### src/rtl/hist_pkg.sv
// Shared types and helpers for the parametrised histogram engine.
package hist_pkg;

  typedef enum logic [1:0] {CLEAR, ACCUM, DUMP} state_e;

  function automatic int nbins(input int bin_w);
    return 1 << bin_w;
  endfunction

  // Holds at maxv; callers detect saturation by comparing against maxv themselves.
  function automatic logic [31:0] sat_inc(input logic [31:0] v, input logic [31:0] maxv);
    return (v >= maxv) ? v : v + 32'd1;
  endfunction

endpackage

### src/rtl/hist_bin_map.sv
// Maps a sample to its bin index and flags whether it lies inside the binned range.
module hist_bin_map #(
  parameter int DATA_W = 16,
  parameter int BIN_W  = 4,
  parameter int SHIFT  = 8
) (
  input  logic [DATA_W-1:0] data_in,
  output logic              in_range,
  output logic [BIN_W-1:0]  bin
);

  assign bin = data_in[SHIFT+BIN_W-1:SHIFT];

  generate
    if (SHIFT + BIN_W == DATA_W) begin : g_full
      assign in_range = 1'b1;
    end else begin : g_part
      assign in_range = (data_in[DATA_W-1:SHIFT+BIN_W] == '0);
    end
    if (SHIFT > 0) begin : g_lsb
      logic unused_lsb;
      assign unused_lsb = ^data_in[SHIFT-1:0];
    end
  endgenerate

endmodule

### src/rtl/hist_engine_param.sv
// Streaming histogram: saturating bin counters, out-of-range tally and a
// valid/ready readout sweep with optional clear-on-read.
module hist_engine_param
  import hist_pkg::*;
#(
  parameter int DATA_W = 16,
  parameter int BIN_W  = 4,
  parameter int SHIFT  = 8,
  parameter int CNT_W  = 16
) (
  input  logic              clk,
  input  logic              reset,
  input  logic [DATA_W-1:0] data_in,
  input  logic              write_en,
  output logic              ready,
  input  logic              dump_req,
  input  logic              clear_on_read,
  output logic [CNT_W-1:0]  data_out,
  output logic [BIN_W-1:0]  bin_idx,
  output logic              valid_out,
  input  logic              out_ready,
  output logic              last_bin,
  output logic [CNT_W-1:0]  oor_count,
  output logic              sat_flag
);

  localparam int               NBINS = nbins(BIN_W);
  localparam logic [CNT_W-1:0] CMAX  = '1;
  localparam logic [BIN_W-1:0] LAST  = '1;

  state_e             state_q;
  logic [BIN_W-1:0]   ptr_q;
  logic               cor_q;
  logic [CNT_W-1:0]   oor_q;
  logic               sat_q;
  logic [CNT_W-1:0]   cnt_q [NBINS];

  logic               in_range;
  logic [BIN_W-1:0]   bin;
  logic [CNT_W-1:0]   bin_inc_d;
  logic [CNT_W-1:0]   oor_inc_d;

  hist_bin_map #(
    .DATA_W (DATA_W),
    .BIN_W  (BIN_W),
    .SHIFT  (SHIFT)
  ) u_map (
    .data_in  (data_in),
    .in_range (in_range),
    .bin      (bin)
  );

  assign bin_inc_d = CNT_W'(sat_inc(32'(cnt_q[bin]), 32'(CMAX)));
  assign oor_inc_d = CNT_W'(sat_inc(32'(oor_q), 32'(CMAX)));

  always_ff @(posedge clk or posedge reset) begin
    if (reset) begin
      state_q <= CLEAR;
      ptr_q   <= '0;
      cor_q   <= 1'b0;
      oor_q   <= '0;
      sat_q   <= 1'b0;
    end else begin
      case (state_q)
        CLEAR: begin
          oor_q <= '0;
          sat_q <= 1'b0;
          ptr_q <= ptr_q + BIN_W'(1);
          if (ptr_q == LAST) state_q <= ACCUM;
        end
        ACCUM: begin
          if (write_en) begin
            if (in_range) begin
              if (cnt_q[bin] == CMAX) sat_q <= 1'b1;
            end else if (oor_q == CMAX) begin
              sat_q <= 1'b1;
            end else begin
              oor_q <= oor_inc_d;
            end
          end
          if (dump_req) begin
            state_q <= DUMP;
            cor_q   <= clear_on_read;
            ptr_q   <= '0;
          end
        end
        DUMP: begin
          if (out_ready) begin
            ptr_q <= ptr_q + BIN_W'(1);
            if (ptr_q == LAST) begin
              state_q <= ACCUM;
              if (cor_q) begin
                oor_q <= '0;
                sat_q <= 1'b0;
              end
            end
          end
        end
        default: state_q <= CLEAR;
      endcase
    end
  end

  // Counter storage carries no reset; the CLEAR sweep that follows every reset zeroes it.
  always_ff @(posedge clk) begin
    case (state_q)
      CLEAR:   cnt_q[ptr_q] <= '0;
      ACCUM:   if (write_en && in_range) cnt_q[bin] <= bin_inc_d;
      DUMP:    if (out_ready && cor_q) cnt_q[ptr_q] <= '0;
      default: ;
    endcase
  end

  assign ready     = (state_q == ACCUM);
  assign valid_out = (state_q == DUMP);
  assign bin_idx   = valid_out ? ptr_q : '0;
  assign data_out  = valid_out ? cnt_q[ptr_q] : '0;
  assign last_bin  = valid_out && (ptr_q == LAST);
  assign oor_count = oor_q;
  assign sat_flag  = sat_q;

endmodule

### config.mk
export PLATFORM = sky130hd
export DESIGN_NAME = hist_engine_param
export DESIGN_NICKNAME = d
export VERILOG_FILES = /design/src/rtl/hist_pkg.sv /design/src/rtl/hist_bin_map.sv /design/src/rtl/hist_engine_param.sv
export SDC_FILE = /design/constraint.sdc
export NUM_CORES = 1
export LEC_CHECK = 0
export CAP_MARGIN = 15
export CORE_UTILIZATION = 38
export CTS_CLUSTER_SIZE = 30
export DETAILED_ROUTE_END_ITERATION = 8
export PLACE_DENSITY = 0.54
export SLEW_MARGIN = 20
export SYNTH_ARGS = -nofsm -noshare
export SYNTH_HDL_FRONTEND = slang
export SYNTH_SLANG_ARGS = --single-unit
### constraint.sdc
create_clock -name clk -period 5 [get_ports clk]
set_clock_uncertainty 0.2 [all_clocks]
set_input_delay 0.75 -clock clk [delete_from_list [all_inputs] [get_ports clk]]
set_output_delay 0.75 -clock clk [all_outputs]
set_load 0.02 [all_outputs]
==> flow_metrics.py, run 1 <==
metrics = {
    "setup_path": {
        "critPathLaunchType": "register",
        "critPathSlowestCell": "mux4_2",
        "cp.arrival_ps": 3390,
        "path_delay_family": "multiplexers",
        "r2r-start": "ptr_q[1]$_DFFE_PP0P_",
        "required_ps": 4050,
        "end_kind": "output port",
        "crit_type": "register to output port",
        "cp_num_buf_inv": 2,
        "crit_cells": 5,
        "max_stage_delay_ps": 600,
        "r2r_slack_ps": 1190,
        "r2r-end": "cnt_q[3][2]$_DFFE_PP_",
        "reg2regPathDepth": 10,
        "cp_max_fo": 69,
        "path_common_cell": "mux4_2",
        "path_cells": "buf_12 -> mux4_2 -> mux4_2 -> and2_1 -> clkdlybuf4s50_1",
    },
    "power_and_ir_drop": {
        "p_per_area_nw_per_um2": 501.9,
        "p_int_uw": 5624,
        "pwr-share-comb_pct": 35.6,
        "peakVddDrop_v": 0.0003158,
        "clkPwrFrac_pct": 26.4,
        "switchingPower_uw": 2726,
        "leakage_uw": 0.005721,
        "seq_power_share_pct": 37.9,
        "p_sw_share_pct": 32.64,
    },
    "synth": {
        "ys_top_cells_by_count": "edfxtp_1 (256), mux4_2 (96), nor2_1 (56), mux2i_1 (47), nand2_1 (30)",
        "synth-seq-cells": 280,
        "synth_edf_count": 256,
        "ys_seq_area_share_pct": 58.62,
        "synth.area.top_cells": "edfxtp_1 (54%), mux4_2 (15%), mux4_1 (5.4%)",
        "synthCells": 844,
        "synth_area_um2": 14140,
        "synth_top_area_share_pct": 54.37,
        "async_flop_share_pct": 8.571,
        "synth_ff_type": "edfxtp_1",
        "synth_cell_types": 69,
        "synth_top_area_cell": "edfxtp_1",
        "synth.yosys.warnings": 0,
        "syn_area_per_cell_um2": 16.75,
        "synth_most_common_cell": "edfxtp_1",
        "syn_nets": 869,
    },
    "detailed_routing": {
        "routed_wirelength_um": 37620,
        "drc": 0,
        "vias": 8612,
        "ant_nets": 0,
        "dr.pass1.iters": 5,
        "viasPerCell": 5.952,
        "routedWlPerCell_um": 26.00,
        "drt_iter0_markers": 714,
    },
    "die": {
        "ios": 62,
        "start_util_pct": 38.62,
        "core_um2": 36610,
        "die_area_um2": 37980,
        "die_h_um": 194.9,
        "rows": 70,
        "die_w_um": 194.9,
    },
    "grt": {
        "grt_pass1_wl_um": 56280,
        "grt_use_total_pct": 20.14,
        "grt_overflow_total": 0,
        "antenna_found_initial": 0,
        "grt_max_degree": 70,
        "grt_pass1_vias": 8648,
    },
    "sta": {
        "fin_ws_ps": 664.0,
        "slew_viol_final": 0,
        "hold_viol": 0,
        "min_period_ps": 4336,
        "setup-tns-final_ps": 0,
        "setup_viol": 0,
        "worstMarginPinSlew_ps": 962.6,
        "finalCritPeriodShare_pct": 86.72,
        "max_freq_ghz": 0.2306,
        "slew_headroom_pct": 35.76,
        "grt_setup_unrepaired": "no",
    },
    "place": {
        "place_ws_ps": 302.8,
        "gp_congestion": 0.8505,
        "io_buffers": 53,
        "dp_hpwl_um": 24240,
    },
    "finish": {
        "drive_gt1_share_pct": 26.69,
        "nets": 978,
        "postLayoutCoreUtil_pct": 45.45,
        "syn_to_final_growth_pct": 17.68,
    },
    "clock_network": {
        "cts_sinks": 280,
        "root_buffer": "clkbuf_16",
        "path_clk_slew_ps": 60,
        "cts_setup_buffers": 0,
        "clockBufferDepth": 3,
        "cts_repair_resize_count": 0,
        "cts_tree": "done",
        "worstSkewPairLatency_ps": 580,
        "cts_buffers": 31,
        "htreeDepth": 1,
        "ctsHoldBuffers": 0,
    },
    "min_path": {
        "holdPathStages": 1,
        "hold_path.class": "register to register",
        "hold_end": "sat_flag$_DFFE_PP0P_",
        "hold_path.startpoint": "sat_flag$_DFFE_PP0P_",
    },
    "flow_run": {
        "cap_violations": 0,
    },
    "run_status": {
        "status": "finished clean",
    },
}
-- per-layer routing --
| layer | up-vias | share of wire, % | GRT usage [%] |
|---|---|---|---|
| met5 | - | 0 | 0 |
| met3 | 68 | 6.2 | 3.037 |
| met1 | 4503 | 43 | 28.20 |
| met4 | 0 | 3.0 | 5.920 |
| li1 | 3744 | - | - |
| met2 | 297 | 47 | 32.57 |
-- layout make-up --
cell class / instances / area [um^2]
Antenna cell: 1 / 2.502
Clock buffer: 35 / 790.8
Sequential cell: 280 / 8295
Multi-Input combinational cell: 488 / 5461
Clock inverter: 23 / 191.4
Tap cell: 468 / 585.6
Timing Repair Buffer: 134 / 1244
Fill cell: 3176 / 19970
Inverter: 18 / 67.56
-- kinds of logic after synthesis --
| group | Yosys count | share of synthesized area, % |
|---|---|---|
| adder cells (fa/ha/maj) | 3 | 0.2655 |
| AND/OR/NAND/NOR | 196 | 7.159 |
| flip-flops | 280 | 58.62 |
| buffers and inverters | 76 | 3.283 |
| AO/OA/AOI/OAI | 103 | 5.779 |
| XOR/XNOR | 13 | 0.8053 |
| multiplexers | 173 | 24.09 |
-- worst max path at each step --
| stage | start | end | slack (ps) |
|---|---|---|---|
| 3_5_place_dp | data_in[8] | cnt_q[4][5]$_DFFE_PP_ | 300 |
| 3_3_place_gp | data_in[8] | cnt_q[4][5]$_DFFE_PP_ | 360 |
| 5_1_grt | ptr_q[0]$_DFFE_PP0P_ | data_out[15] | 510 |
| 2_1_floorplan | data_in[8] | cnt_q[0][9]$_DFFE_PP_ | 420 |
| 4_1_cts | ptr_q[0]$_DFFE_PP0P_ | data_out[5] | 620 |
| 6_report | ptr_q[0]$_DFFE_PP0P_ | data_out[15] | 660 |
-- per-stage QoR --
step / cells / cell area [um^2] / power [uW] / hold slack (ps)
finish: 1447 / 16640 / 8350 / 322.0
global route: 1446 / 16640 / 8724 / 343.0
CTS: 1446 / 16620 / 8442 / 322.2
detailed placement: 1388 / 15640 / 6226 / 308.1
global placement: 1388 / 15630 / 6228 / 285.3
floorplan: 844 / 14140 / 5088 / 329.1
-- power by group through the flow --
| stage | clock network, uW | logic (uW) | registers (uW) |
|---|---|---|---|
| after detailed placement | 0 | 3010 | 3210 |
| after floorplan | 0 | 1970 | 3110 |
| after global placement | 0 | 3030 | 3200 |
| after global routing | 2340 | 3170 | 3210 |
| after CTS | 2250 | 3030 | 3170 |
| final | 2210 | 2970 | 3170 |
-- sequential cells by signal, indices dropped and copies added, names as in the netlist --
name,count
state_q,2
oor_count,16
ptr_q,4
cor_q,1
cnt_q,256
sat_flag,1
-- layout by cell type, fill, tap and decap left out, types with 22 or more instances in the layout --
cell type        Yosys  final
clkdlybuf4s50_1      0     51
mux4_1              29     29
nand2_1             30     30
clkbuf_16            0     31
edfxtp_1           256    256
buf_4                3     73
nor2_1              56     40
mux4_2              96     96
mux2i_1             47     44
dfrtp_1             24     22
and2_1              22     22
No activity file was read; power rests on OpenSTA's default activity.
==> run 2, diff against run 1 <==
- CORE_ASPECT_RATIO: default -> 0.5
- clock period: 5 -> 4.25 ns (I/O delays scaled with it)
==> run 2 against run 1 <==
Sequential power rose by 18%. Largest power group unchanged. Combinational power grew 22%. The flow now finishes with violations (design-rule violations). Die area is 0.13% higher. Global-route usage rose by 0.40 points. Critical path type unchanged.
==> flow_metrics.py, run 2 (synthesis results as in run 1) <==
metrics = {
    "clock_network": {
        "cts_buffers": 27,
        "cts_tree": "done",
        "path_clk_slew_ps": 70,
        "root_buffer": "clkbuf_16",
        "worstSkewPairLatency_ps": 570,
        "cts_setup_buffers": 0,
        "cts_sinks": 280,
        "ctsHoldBuffers": 0,
        "htreeDepth": 1,
        "clockBufferDepth": 3,
        "cts_repair_resize_count": 0,
    },
    "die": {
        "ios": 62,
        "die_w_um": 274.8,
        "start_util_pct": 38.95,
        "rows": 49,
        "core_um2": 36290,
        "die_h_um": 138.4,
        "die_area_um2": 38030,
    },
    "grt": {
        "grt_pass1_wl_um": 56990,
        "antenna_found_initial": 0,
        "grt_overflow_total": 0,
        "grt_use_total_pct": 20.54,
        "grt_pass1_vias": 8895,
        "grt_max_degree": 50,
    },
    "setup_path": {
        "critPathLaunchType": "register",
        "end_kind": "output port",
        "r2r-start": "ptr_q[0]$_DFFE_PP0P_",
        "critPathLaunch": "ptr_q[0]$_DFFE_PP0P_",
        "cp.arrival_ps": 3260,
        "crit_type": "register to output port",
        "cp_max_fo": 13,
        "required_ps": 3410,
    },
    "run_status": {
        "violations": "design-rule violations",
        "status": "complete, but fails checks",
    },
    "finish": {
        "fill_cells": 3126,
        "nets": 1016,
        "drive_gt1_share_pct": 28.95,
        "antenna_cells": 0,
        "regMostFlops": "cnt_q",
        "layout.cells.most_common": "edfxtp_1",
        "syn_to_final_growth_pct": 19.34,
        "instances_no_fill": 1496,
        "largest_register_ffs": 256,
        "layout_common_cells": "edfxtp_1 (256), buf_4 (109), mux4_2 (96)",
        "postLayoutCoreUtil_pct": 46.49,
    },
    "sta": {
        "setup-tns-final_ps": 0,
        "hold_viol": 0,
        "grt_setup_unrepaired": "no",
        "finalCritPeriodShare_pct": 96.43,
        "worstMarginPinSlew_ps": 1025,
        "min_period_ps": 4098,
        "slew_headroom_pct": 31.65,
        "slew_viol_final": 0,
        "max_freq_ghz": 0.2440,
        "setup_viol": 0,
    },
    "detailed_routing": {
        "drc": 6,
        "routedWlPerCell_um": 25.78,
        "vias": 8838,
        "viasPerCell": 5.908,
        "routed_wirelength_um": 38570,
        "ant_nets": 0,
        "drt_iter0_markers": 948,
        "dr.pass1.iters": 9,
    },
    "place": {
        "io_buffers": 53,
        "gp_congestion": 0.9090,
        "dp_hpwl_um": 26480,
        "dpl.cell_count": 1446,
    },
    "min_path": {
        "hold_path.class": "register to register",
        "hold_path.startpoint": "sat_flag$_DFFE_PP0P_",
    },
    "flow_run": {
        "cap_violations": 0,
    },
    "power_and_ir_drop": {
        "p_per_area_nw_per_um2": 571.2,
        "peakVddDrop_v": 0.0002916,
        "leakage_uw": 0.005857,
    },
}
[run 2: cell count changes in the layout (fill, tap and decap cells not counted), sizes merged]
cell,change
clkinv,-5
bufinv,-2
buf,+42
diode,-1
inv,+1
clkinvlp,-2
[run 2: stage by stage]
stage                     total power, uW  setup WS, ps  hold slack, ps  instance area [um^2]
after floorplan                      5987         39.43           329.1                 14150
after global placement               7392        -319.9           316.7                 16050
after detailed placement             7426        -332.1           308.1                 16050
after CTS                            9729         108.8           336.8                 16870
after global routing                10060         47.74           370.0                 16870
final                                9637         151.8           339.4                 16870
[run 2: routing by layer]
metal / GRT usage, % / part of all wire, % / vias up
met5: 0 / 0 / -
met4: 5.292 / 2.5 / 0
met3: 3.682 / 6.4 / 65
met2: 31.67 / 46 / 327
met1: 30.07 / 46 / 4631
li1: - / - / 3815
[run 2: cell type report]
| class | count | area (um^2) | area share (%) |
|---|---|---|---|
| sequential | 280 | 8293 | 49.15 |
| multi-input combinational | 488 | 5456 | 32.34 |
| tap | 484 | 605.6 | 3.589 |
| clock buffer | 35 | 705.7 | 4.182 |
| clock inverter | 15 | 110.1 | 0.6526 |
| inverter | 18 | 67.56 | 0.4004 |
| timing repair buffer | 176 | 1634 | 9.685 |
[run 2: final timing paths]
path / slack (ps) / cells after the start / end
max in group asynchronous: 2770 / 2 / ptr_q[0]$_DFFE_PP0P_
min in group asynchronous: 400 / 2 / oor_count[12]$_DFFE_PP0P_
worst min-delay path: 340 / 1 / sat_flag$_DFFE_PP0P_
worst max register to register: 600 / 10 / cnt_q[7][8]$_DFFE_PP_
worst min register to register: 340 / 1 / sat_flag$_DFFE_PP0P_
worst max-delay path: 150 / 5 / data_out[14]
[run 2: critical path: stages (launching register included)]
cell	delay (ps)
dfrtp_4	570
buf_4	330
mux4_2	550
mux4_2	520
and2_1	180
clkdlybuf4s50_1	530
[run 2: where the power goes]
part	leakage [uW]	internal, uW	switching (uW)
logic	0.00272	1700	1910
clock network	0.000401	1240	1050
registers	0.00273	3490	236
